**src/rtl/gpio_ctrl_edge_detect.sv**
```systemverilog
// GPIO input front-end: pad synchronisers, per-pin debounce, edge classification
// and per-bank event pulses for the interrupt status register.
module gpio_ctrl_edge_detect #(
  parameter int unsigned NUM_BANKS     = 4,
  parameter int unsigned PINS_PER_BANK = 8,
  parameter int unsigned DEBOUNCE_W    = 8
) (
  input  logic                                 clk,
  input  logic                                 rst_n,
  input  logic [NUM_BANKS*PINS_PER_BANK-1:0]   gpio_in,
  input  logic [NUM_BANKS*PINS_PER_BANK-1:0]   pin_intr_en,
  input  logic [2*NUM_BANKS*PINS_PER_BANK-1:0] edge_mode,
  input  logic [DEBOUNCE_W-1:0]                debounce_cycles,
  output logic [NUM_BANKS*PINS_PER_BANK-1:0]   gpio_filtered,
  output logic [NUM_BANKS-1:0]                 edge_detected
);

  localparam int unsigned NP = NUM_BANKS * PINS_PER_BANK;

  logic [NP-1:0]         s1;
  logic [NP-1:0]         s2;
  logic [1:0]            settle_cnt;
  logic                  settle_done;
  logic [NP-1:0]         stable;
  logic [NP-1:0]         stable_nxt;
  logic [DEBOUNCE_W-1:0] cnt     [NP];
  logic [DEBOUNCE_W-1:0] cnt_nxt [NP];
  logic [NP-1:0]         chg;
  logic [NP-1:0]         mode_rise;
  logic [NP-1:0]         mode_fall;
  logic [NP-1:0]         pin_evt;
  logic [NP-1:0]         evt_nxt;
  logic [NUM_BANKS-1:0]  bank_evt;

  assign settle_done   = (settle_cnt == 2'd3);
  assign gpio_filtered = stable;

  always_ff @(posedge clk) begin
    if (!rst_n) begin
      s1            <= '0;
      s2            <= '0;
      settle_cnt    <= '0;
      stable        <= '0;
      pin_evt       <= '0;
      edge_detected <= '0;
      for (int unsigned i = 0; i < NP; i++) begin
        cnt[i] <= '0;
      end
    end else begin
      s1            <= gpio_in;
      s2            <= s1;
      if (!settle_done) begin
        settle_cnt <= settle_cnt + 2'd1;
      end
      stable        <= stable_nxt;
      pin_evt       <= evt_nxt;
      edge_detected <= bank_evt;
      for (int unsigned i = 0; i < NP; i++) begin
        cnt[i] <= cnt_nxt[i];
      end
    end
  end

  always_comb begin
    for (int unsigned p = 0; p < NP; p++) begin
      mode_rise[p] = edge_mode[2*p];
      mode_fall[p] = edge_mode[2*p+1];
    end
  end

  // Until settle completes, stable simply follows s2 so a pin already high at
  // reset release is absorbed without being seen as a rising edge.
  always_comb begin
    stable_nxt = stable;
    chg        = '0;
    for (int unsigned p = 0; p < NP; p++) begin
      cnt_nxt[p] = '0;
      if (!settle_done) begin
        stable_nxt[p] = s2[p];
      end else if (s2[p] == stable[p]) begin
        cnt_nxt[p] = '0;
      end else if (cnt[p] >= debounce_cycles) begin
        stable_nxt[p] = s2[p];
        chg[p]        = 1'b1;
      end else if (cnt[p] == '1) begin
        cnt_nxt[p] = cnt[p];
      end else begin
        cnt_nxt[p] = cnt[p] + 1'b1;
      end
    end
  end

  always_comb begin
    evt_nxt = chg & ((s2 & mode_rise) | (~s2 & mode_fall)) & pin_intr_en;
  end

  always_comb begin
    bank_evt = '0;
    for (int unsigned b = 0; b < NUM_BANKS; b++) begin
      bank_evt[b] = |pin_evt[b*PINS_PER_BANK +: PINS_PER_BANK];
    end
  end

endmodule

```
**config.mk**
```make
export PLATFORM = sky130hd
export DESIGN_NAME = gpio_ctrl_edge_detect
export DESIGN_NICKNAME = d
export VERILOG_FILES = /design/src/rtl/gpio_ctrl_edge_detect.sv
export SDC_FILE = /design/constraint.sdc
export NUM_CORES = 1
export LEC_CHECK = 0
export CAP_MARGIN = 20
export CORE_MARGIN = 3
export CORE_UTILIZATION = 63
export DETAILED_ROUTE_END_ITERATION = 12
export PLACE_DENSITY = 0.86
export REMOVE_ABC_BUFFERS = 1
export SYNTH_ARGS = -nofsm -noshare
export SYNTH_HDL_FRONTEND = slang
export SYNTH_SLANG_ARGS = --single-unit
export TNS_END_PERCENT = 5
```
**constraint.sdc**
```tcl
create_clock -name clk -period 4.1 [get_ports clk]
set_clock_uncertainty 0.2 [all_clocks]
set_input_delay 0.82 -clock clk [delete_from_list [all_inputs] [get_ports clk]]
set_output_delay 0.82 -clock clk [all_outputs]
set_load 0.005 [all_outputs]
```
==> results of run 1 <==
## metal layers
| metal | share of wire | global-route usage | up-vias |
|---|---|---|---|
| met5 | 0.00025 | 0 | - |
| li1 | - | - | 9066 |
| met2 | 0.48 | 0.484 | 597 |
| met1 | 0.42 | 0.342 | 8679 |
| met4 | 0.043 | 0.130 | 2 |
| met3 | 0.061 | 0.0429 | 179 |
## cells by family (layout without fill, tap and decap cells)
| family | count (synthesis) | count (layout) | share of synthesized area |
|---|---|---|---|
| compound gates | 369 | 369 | 0.118 |
| xor+xnor | 135 | 135 | 0.0547 |
| fa+ha+maj | 289 | 289 | 0.167 |
| buf+inv | 97 | 312 | 0.0172 |
| flops | 390 | 390 | 0.361 |
| mux | 104 | 104 | 0.0500 |
| other cells | 0 | 1 | 0 |
| simple gates | 1013 | 1013 | 0.232 |
## area by class of cell
class                           count  area, sq um  share of cell area
Antenna cell                        1         2.50           0.0000985
Clock inverter                     15          260              0.0102
Multi-Input combinational cell   1910        13400               0.529
Clock buffer                       59         1230              0.0483
Timing Repair Buffer              188         1920              0.0757
Tap cell                          448          561              0.0221
Inverter                           50          188             0.00739
Sequential cell                   390         7810               0.307
## cell usage in the layout, fill, tap and decap left out, drive strengths merged, types with 13 or more instances in the layout
cell / count
a211oi: 42
a21o: 15
a21oi: 97
a221oi: 15
a31oi: 45
a41o: 17
and2: 72
and3: 47
buf: 17
clkbuf: 59
clkdlybuf4s50: 171
dfxtp: 390
ha: 289
inv: 50
mux2: 31
mux2i: 73
nand2: 171
nand2b: 30
nand3: 197
nand4: 37
nor2: 310
nor2b: 54
nor3: 26
nor3b: 13
nor4: 13
o211a: 15
o211ai: 18
o21ai: 79
o311ai: 15
xnor2: 72
xor2: 63
## sequential cells by signal, indices dropped and copies added, names as in the netlist
| register | count |
|---|---|
| gpio_filtered | 32 |
| cnt | 256 |
| s1 | 32 |
| settle_cnt | 2 |
| pin_evt | 32 |
| s2 | 32 |
| edge_detected | 4 |
## metrics by stage
stage	setup WS, ns	hold slack, ns	instance area (sq um)	total power [uW]	util
4_1_cts	1.20	0.232	25400	8590	0.754
3_3_place_gp	0.751	0.213	23900	4540	0.710
6_report	1.15	0.232	25400	8550	0.754
2_1_floorplan	1.00	0.212	21400	4240	-
3_5_place_dp	0.657	0.219	23900	4570	0.710
5_1_grt	0.970	0.240	25400	8820	0.754
## worst min path at each step
stage,to,cells past startpoint,start,slack (ns)
after floorplan,s2[0],1,s1[0],0.21
after global placement,s2[29],1,s1[29],0.21
after detailed placement,s2[26],1,s1[26],0.22
after CTS,s2[4],1,s1[4],0.23
after global routing,s2[23],1,s1[23],0.24
final,s2[26],1,s1[26],0.23
## worst max-delay path: stages
cell             delay [ns]
clkdlybuf4s50_1        0.40
inv_1                  0.10
buf_12                 0.27
ha_1                   0.29
and3_1                 0.21
a221oi_1               0.60
nand3_1                0.30
nor2_1                 0.20
## where the power goes
part / switching, uW / internal, uW / total (uW)
sequential: 37.3 / 3840 / 3880
clock: 1530 / 2520 / 4050
combinational: 304 / 314 / 619
total: 1870 / 6680 / 8550
==> impl_metrics.csv, run 1 <==
group,metric,value,unit
timing,fin_tns_setup,0,ns
synth,synth_edf_count,0,
placed_design,dp.cells,2986,
power_and_ir_drop,leakagePower,0.0104,uW
synth,netlist.area_leader.share,0.361,
setup_path,crit_path_start,"debounce_cycles[6]",
global_route,grt_pass1_vias,18376,
synth,synth_common_cells,"dfxtp_1, nor2_1, ha_1, nand3_1, nand2_1",
setup_path,end_kind,"flip-flop",
floorplan,row_count,67,
min_path,hold_class,"flip-flop to flip-flop",
timing,slew_headroom,0.413,
clocking,cts_sinks,390,
floorplan,ios,174,
setup_path,cp.arrival,3.21,ns
outcome,status,"completed",
timing,rsz0062_at_grt,"no",
timing,setup_viol,0,
synth,synth_area_per_cell,9.02,sq um
synth,ys_ff_latch,390,
synth,async_flop_share,0,
drt,drtAntennaViolNets,0,
clocking,cts_setup_buffers,0,
synth,syn_inst,2397,
cells_and_area,fillers,2310,
floorplan,die_area,36600,sq um
floorplan,die_w,191,um
timing,hold_viol_final,0,
clocking,h-tree-depth,2,
run,cap_viol_max_count,0,
setup_path,endpoint,"cnt[1][108]",
synth,yosys-top-cells-area,"dfxtp_1, ha_1, nor2_1",
synth,ys_seq_area_frac,0.361,
timing,fmax,339,MHz
setup_path,startpoint_type,"input pin",
clocking,worstSkewPairLatency,0.53,ns
cells_and_area,areaGrowthSynthToFinish,17.6,%
cells_and_area,drive_above_1_share,0.0578,
floorplan,initial_utilization,0.641,
synth,synth_top_area_cell,"dfxtp_1",
placed_design,port_buffers,173,
global_route,grt_pass1_wl,85700,um
drt,wl,52100,um
drt,dr.pass1.iters,7,
global_route,grt_overflow,0,
setup_path,reg2reg_slack,1.81,ns
power_and_ir_drop,ir_drop,0.000339,V
synth,yosysMostFrequentCell,"dfxtp_1",
clocking,root_buffer,"clkbuf_16",
synth,syn-cell-area,21600,sq um
clocking,post_cts_resized,0,
placed_design,place.gp.congestion,0.858,
drt,num_vias,18523,
global_route,antenna_found_initial,2,
global_route,grt_max_degree,60,
floorplan,core_area,33700,sq um
clocking,cts_tree,"done",
setup_path,crit_required,4.36,ns
setup_path,reg2reg_to,"gpio_filtered[3]",
setup_path,path_class,"input pin to flip-flop",
clocking,clkTransAtPathRegs,0.06,ns
clocking,cts_buffer_depth,3,
power_and_ir_drop,p_per_area,336,nW/um^2
global_route,grt_usage,0.280,
timing,slew_violations,0,
clocking,cts_hold_buf,0,
placed_design,hpwl,35700,um
drt,drt_first_iter_violations,1072,
synth,ys.flop_type,"dfxtp_1",
cells_and_area,nets,3009,
drt,drc,0,
drt,via_per_inst,6.05,
setup_path,path_max_fanout,32,
timing,worstMarginPinSlew,0.873,ns
timing,min_period_over_period,0.720,
setup_path,rr_startpoint,"cnt[0][24]",
synth,yosysWarnings,0,
synth,synth.distinct_cells,52,
setup_path,worstRegToRegCells,7,
timing,fin_crit,2.95,ns
drt,wl_per_cell,17.0,um
clocking,cts_buffers,42,
floorplan,die_y,191,um
cells_and_area,stdcell_count,3061,
No activity file was read; power rests on OpenSTA's default activity.
==> run 2: changes to the inputs <==
CORE_UTILIZATION = 59   (was 63)
PLACE_DENSITY = 0.82   (was 0.86)
clock period = 2.8 ns   (was 4.1 ns; I/O delays follow)
==> run 2 against run 1 <==
Via count is 0.85% higher. Design area increased by 2.8%. Sequential share of layout area fell by 0.83 points. Register-to-register slack worse by 1.3 ns. Critical endpoint is now gpio_filtered[28]. Count of clock-buffer cells in the layout unchanged. Largest cell class unchanged. Die area is 6.6% higher.
==> impl_metrics.csv, run 2 (synthesized netlist as in run 1, its figures left out) <==
group,metric,value,unit
timing,fin_tns_setup,0,ns
drt,drtAntennaViolNets,0,
placed_design,hpwl,38100,um
drt,dr.pass1.iters,5,
clocking,cts_buffer_depth,3,
clocking,cts_hold_buf,0,
cells_and_area,nets,3104,
global_route,grt_overflow,0,
timing,slew_violations,0,
setup_path,cp_slowest_stage_delay,0.46,ns
clocking,post_cts_resized,0,
drt,num_vias,18680,
setup_path,crit_required,3.05,ns
clocking,clkTransAtPathRegs,0.06,ns
floorplan,ios,174,
power_and_ir_drop,p_per_area,466,nW/um^2
setup_path,end_kind,"flip-flop",
floorplan,initial_utilization,0.603,
setup_path,path_class,"input pin to flip-flop",
global_route,grt_usage,0.274,
power_and_ir_drop,p_total,12200,uW
clocking,cts_buffers,42,
outcome,status,"completed",
global_route,met3_usage,0.0476,
power_and_ir_drop,leakagePower,0.0108,uW
setup_path,path_max_fanout,21,
setup_path,cp.arrival,2.86,ns
cells_and_area,regArea,7810,sq um
clocking,cts_tree,"done",
global_route,antenna_found_initial,1,
global_route,grt_max_degree,135,
global_route,globalRouteMet1Util,0.343,
drt,via_per_inst,5.90,
setup_path,path_cells,"clkdlybuf4s50_1, clkinv_1, buf_12, ha_1, nor2b_1, o211a_1, o311ai_2, buf_4, nand3_1, mux2i_1",
clocking,root_buffer,"clkbuf_16",
cells_and_area,top_register,"cnt",
floorplan,die_w,197,um
floorplan,core_area,35800,sq um
timing,fin_hold_ws,0.232,ns
timing,rsz0062_at_grt,"no",
drt,wl,54000,um
drt,wl_per_cell,17.0,um
cells_and_area,n_antenna_cell,0,
clocking,cts_sinks,390,
placed_design,place.gp.congestion,0.920,
global_route,use_met2,0.471,
clocking,h-tree-depth,2,
drt,drt_first_iter_violations,1030,
clocking,worstSkewPairLatency,0.56,ns
setup_path,startpoint_type,"input pin",
cells_and_area,multi_input_area,13400,sq um
cells_and_area,fillers,2561,
timing,slew_headroom,0.460,
cells_and_area,final_common_cell,"dfxtp_1",
floorplan,die_y,197,um
setup_path,cp_slowest_cell,"clkdlybuf4s50_1",
global_route,grt_pass1_vias,18635,
setup_path,reg2reg_slack,0.50,ns
timing,hold_viol_final,0,
placed_design,port_buffers,173,
floorplan,die_area,39000,sq um
timing,worstMarginPinSlew,0.810,ns
cells_and_area,layout_common_cells,"dfxtp_1, nor2_1, ha_1, nand3_1, clkdlybuf4s50_1",
clocking,cts_setup_buffers,0,
cells_and_area,drive_above_1_share,0.0928,
timing,setup_viol,0,
timing,min_period_over_period,0.931,
timing,fmax,383,MHz
min_path,hold_class,"flip-flop to flip-flop",
cells_and_area,areaGrowthSynthToFinish,20.8,%
floorplan,row_count,69,
global_route,grt_pass1_wl,88900,um
placed_design,dp.cells,3094,
drt,drc,0,
cells_and_area,largest_register_ffs,256,
cells_and_area,stdcell_count,3167,
run,cap_viol_max_count,0,
timing,fin_crit,2.61,ns
global_route,busiest_layer,"met2",
power_and_ir_drop,ir_drop,0.000424,V
run 2: cell type report:
cell class	instances	area share
multi-input cells	1910	0.515
flip-flops and latches	390	0.299
repair buffers	283	0.105
clock buffers	59	0.0473
well taps	461	0.0221
inverters	50	0.00728
clock inverters	14	0.00493
run 2: worst paths after layout:
check,start,to,cells past startpoint
worst min register to register,s1[30],s2[30],1
worst max register to register,cnt[0][24],gpio_filtered[3],7
worst max-delay path,debounce_cycles[1],gpio_filtered[28],10
worst min-delay path,s1[30],s2[30],1
run 2: worst max-delay path, delay by kind of cell:
family | cells | cell delay (ns)
AOI/OAI and AO/OA | 2 | 0.59
and+or+nand+nor | 2 | 0.24
buffers and inverters | 4 | 0.94
muxes | 1 | 0.18
adders and majority gates | 1 | 0.33
run 2: layer usage:
metal	wire, um	part of all wire
met2	25400	0.47
met4	2030	0.038
met5	0	0
met1	22700	0.42
met3	3860	0.071
run 2: metrics by stage:
stage	utilization	instance area (sq um)	setup slack, ns
after CTS	0.729	26100	0.199
after global routing	0.729	26100	0.0220
after floorplan	-	21400	-0.300
final	0.729	26100	0.192
after detailed placement	0.691	24800	-0.388
after global placement	0.691	24800	-0.288
run 2: power by group:
| group | total (uW) | switching, uW | internal, uW |
|---|---|---|---|
| registers | 5680 | 56.1 | 5620 |
| clock network | 5520 | 2270 | 3250 |
| logic | 973 | 463 | 510 |
==> run 3: changes to the inputs <==
CAP_MARGIN = 15   (was 20)
==> results of run 3 <==
Same layout as run 2: the final DEF is identical, and so are final timing and power.
==> edit 1: new RTL, settings of run 3 <==
Make the reset (`rst_n`) asynchronous in one clocked block.
--- a/src/rtl/gpio_ctrl_edge_detect.sv
+++ b/src/rtl/gpio_ctrl_edge_detect.sv
@@ -35,7 +35,7 @@
   assign settle_done   = (settle_cnt == 2'd3);
   assign gpio_filtered = stable;
 
-  always_ff @(posedge clk) begin
+  always_ff @(posedge clk or negedge rst_n) begin
     if (!rst_n) begin
       s1            <= '0;
       s2            <= '0;
Formal check against the unedited RTL: differs if rst_n is asserted again (counterexample within 4 cycles, from zero or initial values and one cycle with rst_n low); with rst_n held inactive, the same outputs for 4 cycles.
==> edit 1 against run 3 <==
Worst setup slack better by 0.0083 ns; cell area up 7.1%; sequential cell count did not move; via count up 3.4%; critical endpoint is now pin_evt[22]$_DFF_PN0_; area after synthesis increased by 7.8%; wire length rose by 8.0%.
Power is not compared: it rests on default switching activity, and its combinational part moved more than twofold at a synthesized area within 25%.
==> edit 1: results (changes against run 3) <==
Synthesis
  • Post-synth ARST share: 100% (was 0%)
  • Main flop type after synthesis: dfrtp_1 (was dfxtp_1)
  • Area fraction in compound gates after synthesis: 12.3% (was 11.8%)
  • Commonest cells post-synth: dfrtp_1 (390), ha_1 (289), nor2_1 (266), nand2_1 (149), nand3_1 (122) (was dfxtp_1 (390), nor2_1 (310), ha_1 (289), nand3_1 (189), nand2_1 (170))
  • Syn avg cell area: 10.1 µm² (was 9.02 µm²)
  • Distinct cells, synth: 44 (was 52)

Critical path
  • R2r endpoint: cnt[62]$_DFFE_PN0P_ (was gpio_filtered[3]$_SDFFE_PN0P_)
  • Worst r2r path cells: 5 (was 7)
  • RR Startpoint: settle_cnt[0]$_DFFE_PN0N_ (was cnt[0][24]$_SDFFE_PP0P_)
  • Worst Setup SP: debounce_cycles[7] (was debounce_cycles[1])
  • Worst setup path end: pin_evt[22]$_DFF_PN0_ (was gpio_filtered[28]$_SDFFE_PN0P_)

Global routing
  • Initial antenna violation count: 0 (was 1)
  • First-pass GRT wire length: 96.4 mm (was 88.9 mm)
  • Met2 Resource Use GR: 48.2% (was 47.1%)
  • Largest net degree at the start of global routing: 73 (was 135)

Clock network
  • Cts bufs inserted: 43 (was 42)

Routing
  • Vias per Instance: 6.14 (was 5.90)
  • Met2 WL: 28.6 mm (was 25.4 mm)
  • DRT iter0 DRCs: 1184 (was 1030)
  • WL met1: 24.4 mm (was 22.7 mm)

Worst hold path
  • Hold EP: s2[26]$_DFF_PN0_ (was s2[30]$_SDFF_PN0_)

STA
  • Worst hold slack: 0.145 ns (was 0.232 ns)
  • Worst Max-Slew Pin Slew: 0.735 ns (was 0.810 ns)

Placement
  • DP HPWL: 41.3 mm (was 38.1 mm)

Cells and area
  • Fraction of layout cells with a size suffix above 1: 8.59% (was 9.28%)

Run status
  • Status: complete, no violations (unchanged)
## edit 1: cell families (layout without fill, tap and decap cells)
group | count (synthesis) | in the layout
buf+inv | 70 | 390
mux | 112 | 112
xor+xnor | 105 | 105
compound gates | 405 | 405
simple gates | 939 | 939
flops | 390 | 390
fa+ha+maj | 289 | 289
## edit 1: critical path: stages
cell,delay [ns]
clkdlybuf4s50_1,0.46
inv_1,0.06
buf_12,0.19
buf_12,0.16
ha_1,0.31
nand3_1,0.09
o211ai_1,0.29
a21oi_1,0.07
nor4b_1,0.50
buf_4,0.19
## edit 1: area by class of cell
type / count / area, µm² / share of cell area (%)
Multi-Input combinational cell: 1850 / 13300 / 47.5
Sequential cell: 390 / 9760 / 34.9
Timing Repair Buffer: 263 / 2700 / 9.64
Clock buffer: 62 / 1260 / 4.49
Tap cell: 518 / 648 / 2.32
Inverter: 51 / 191 / 0.684
Clock inverter: 14 / 151 / 0.541
==> edit 2: new RTL, settings of run 3 <==
Without the edit above. The parameter `NUM_BANKS` goes from 4 to 2.
--- a/src/rtl/gpio_ctrl_edge_detect.sv
+++ b/src/rtl/gpio_ctrl_edge_detect.sv
@@ -1,7 +1,7 @@
 // GPIO input front-end: pad synchronisers, per-pin debounce, edge classification
 // and per-bank event pulses for the interrupt status register.
 module gpio_ctrl_edge_detect #(
-  parameter int unsigned NUM_BANKS     = 4,
+  parameter int unsigned NUM_BANKS     = 2,
   parameter int unsigned PINS_PER_BANK = 8,
   parameter int unsigned DEBOUNCE_W    = 8
 ) (
Interface: changed (5 resized); port bits go from 174 to 92. No check against the original RTL was run, so the function may have changed too.
==> edit 2 against run 3 <==
Sequential cell count down 194; critical path depth down 2; power down 51%; wire length down 52%; worst setup slack worse by 0.072 ns; area after synthesis down 50%; count of clock-buffer cells in the layout down 41; cell area down 50%; critical path type unchanged; critical endpoint is now cnt[1][24]$_SDFFE_PP0P_; highest routed layer unchanged.
==> edit 2: results (changes against run 3) <==
Placement
  • # port buffers: 91 (was 173)
  • Pre-CTS setup slack: -0.332 ns (was -0.388 ns)
  • Placed cell area: 0.0125 mm² (was 0.0248 mm²)
  • Final RePlAce weighted congestion: 0.864 (was 0.920)
  • DP HPWL: 18.7 mm (was 38.1 mm)

Cells and area
  • Nets@finish: 1588 (was 3104)
  • Filler Cells Inserted: 1302 (was 2561)
  • Most flop-heavy register: cnt (unchanged)
  • Fraction of layout cells with a size suffix above 1: 9.12% (was 9.28%)
  • Max FFs per register: 128 (was 256)

Clock network
  • CTS Buffer Depth: 2 (was 3)
  • Clock Latency Late Sink: 0.43 ns (was 0.56 ns)
  • CTS HTree Levels: 4 (was 2)
  • Cts bufs inserted: 17 (was 42)

Pwr
  • Maximum vdd ir drop: 0.000687 V (was 0.000424 V)
  • Leak: 0.00544 µW (was 0.0108 µW)
  • Seq group: 2850 µW (was 5680 µW)
  • Power Density: 450 mW/mm² (was 466 mW/mm²)
  • Internal power: 4530 µW (was 9380 µW)

Global routing
  • Met2 Resource Use GR: 44.5% (was 47.1%)
  • Largest net degree at the start of global routing: 67 (was 135)
  • GRT Util Overall: 26.0% (was 27.4%)
  • First-pass GRT wire length: 42.8 mm (was 88.9 mm)
  • Initial antenna violation count: 0 (was 1)
  • Met3 Use GR: 4.08% (was 4.76%)
  • Routing usage on met1: 33.6% (was 34.3%)
  • Number of global-route vias before repair: 9018 (was 18635)

Synthesis
  • Commonest cells post-synth: dfxtp_1 (196), nor2_1 (168), ha_1 (145), nand2_1 (97), nand3_1 (76) (was dfxtp_1 (390), nor2_1 (310), ha_1 (289), nand3_1 (189), nand2_1 (170))
  • Register area share after synthesis: 36.2% (was 36.1%)
  • Main area contributors after synthesis: dfxtp_1 (36%), ha_1 (17%), nor2_1 (5.8%) (was dfxtp_1 (36%), ha_1 (17%), nor2_1 (5.4%))

Routing
  • Vias: 9395 (was 18680)
  • DRT iter0 DRCs: 549 (was 1030)
  • Final wirelength: 25.8 mm (was 54.0 mm)
  • DR WL met3: 1.08 mm (was 3.86 mm)
  • WL met1: 11.5 mm (was 22.7 mm)
  • Met2 WL: 12.5 mm (was 25.4 mm)

STA
  • Slew margin rel.: 54.7% (was 46.0%)

Critical path
  • CP max FO: 8 (was 21)
  • Worst path arrival time: 2.85 ns (was 2.86 ns)
  • CP peak stage delay: 0.40 ns (was 0.46 ns)
  • Slowest-stage cell, CP: clkdlybuf4s50_1 (unchanged)

Run status
  • Status: complete, no violations (unchanged)
==> edit 2: cell count changes after synthesis, sizes merged, moves of 43 or more <==
| cell | run 3 | this run |
|---|---|---|
| a21oi | 97 | 42 |
| dfxtp | 390 | 196 |
| ha | 289 | 145 |
| nand2 | 171 | 97 |
| nand3 | 197 | 77 |
| nor2 | 310 | 168 |
| o21ai | 79 | 36 |
==> edit 2: through the flow <==
stage | hold slack (ns) | setup TNS [ns] | std cells
final | 0.235 | 0 | 1607
after global routing | 0.248 | -0.0334 | 1607
after CTS | 0.235 | 0 | 1607
after detailed placement | 0.221 | -24.63 | 1575
after global placement | 0.213 | -20.43 | 1575
after floorplan | 0.212 | 0 | 1191
==> edit 2: layout make-up <==
cell class                      instances  area [µm²]  area share (%)
Multi-Input combinational cell        965        6720            51.2
Clock inverter                         14         174            1.32
Timing Repair Buffer                  159        1480            11.3
Inverter                               30         113           0.858
Sequential cell                       196        3920            29.9
Clock buffer                           18         439            3.35
Tap cell                              225         282            2.14
==> edit 2: worst paths after layout <==
path	start	to	slack [ns]	cells after the start
setup / recovery	debounce_cycles[6]	cnt[1][24]$_SDFFE_PP0P_	0.12	8
hold / removal	s1[10]$_SDFF_PN0_	s2[10]$_SDFF_PN0_	0.23	1
setup reg to reg	cnt[0][0]$_SDFFE_PP0P_	cnt[0][6]$_SDFFE_PP0P_	0.51	7
hold reg to reg	s1[10]$_SDFF_PN0_	s2[10]$_SDFF_PN0_	0.23	1
==> edit 2: logic make-up after synthesis <==
group | count (synthesis) | synth area share (%)
buf+inv | 53 | 1.86
fa+ha+maj | 145 | 16.7
mux | 48 | 4.62
xor+xnor | 76 | 6.14
compound gates | 167 | 10.5
simple gates | 529 | 23.9
flops | 196 | 36.2
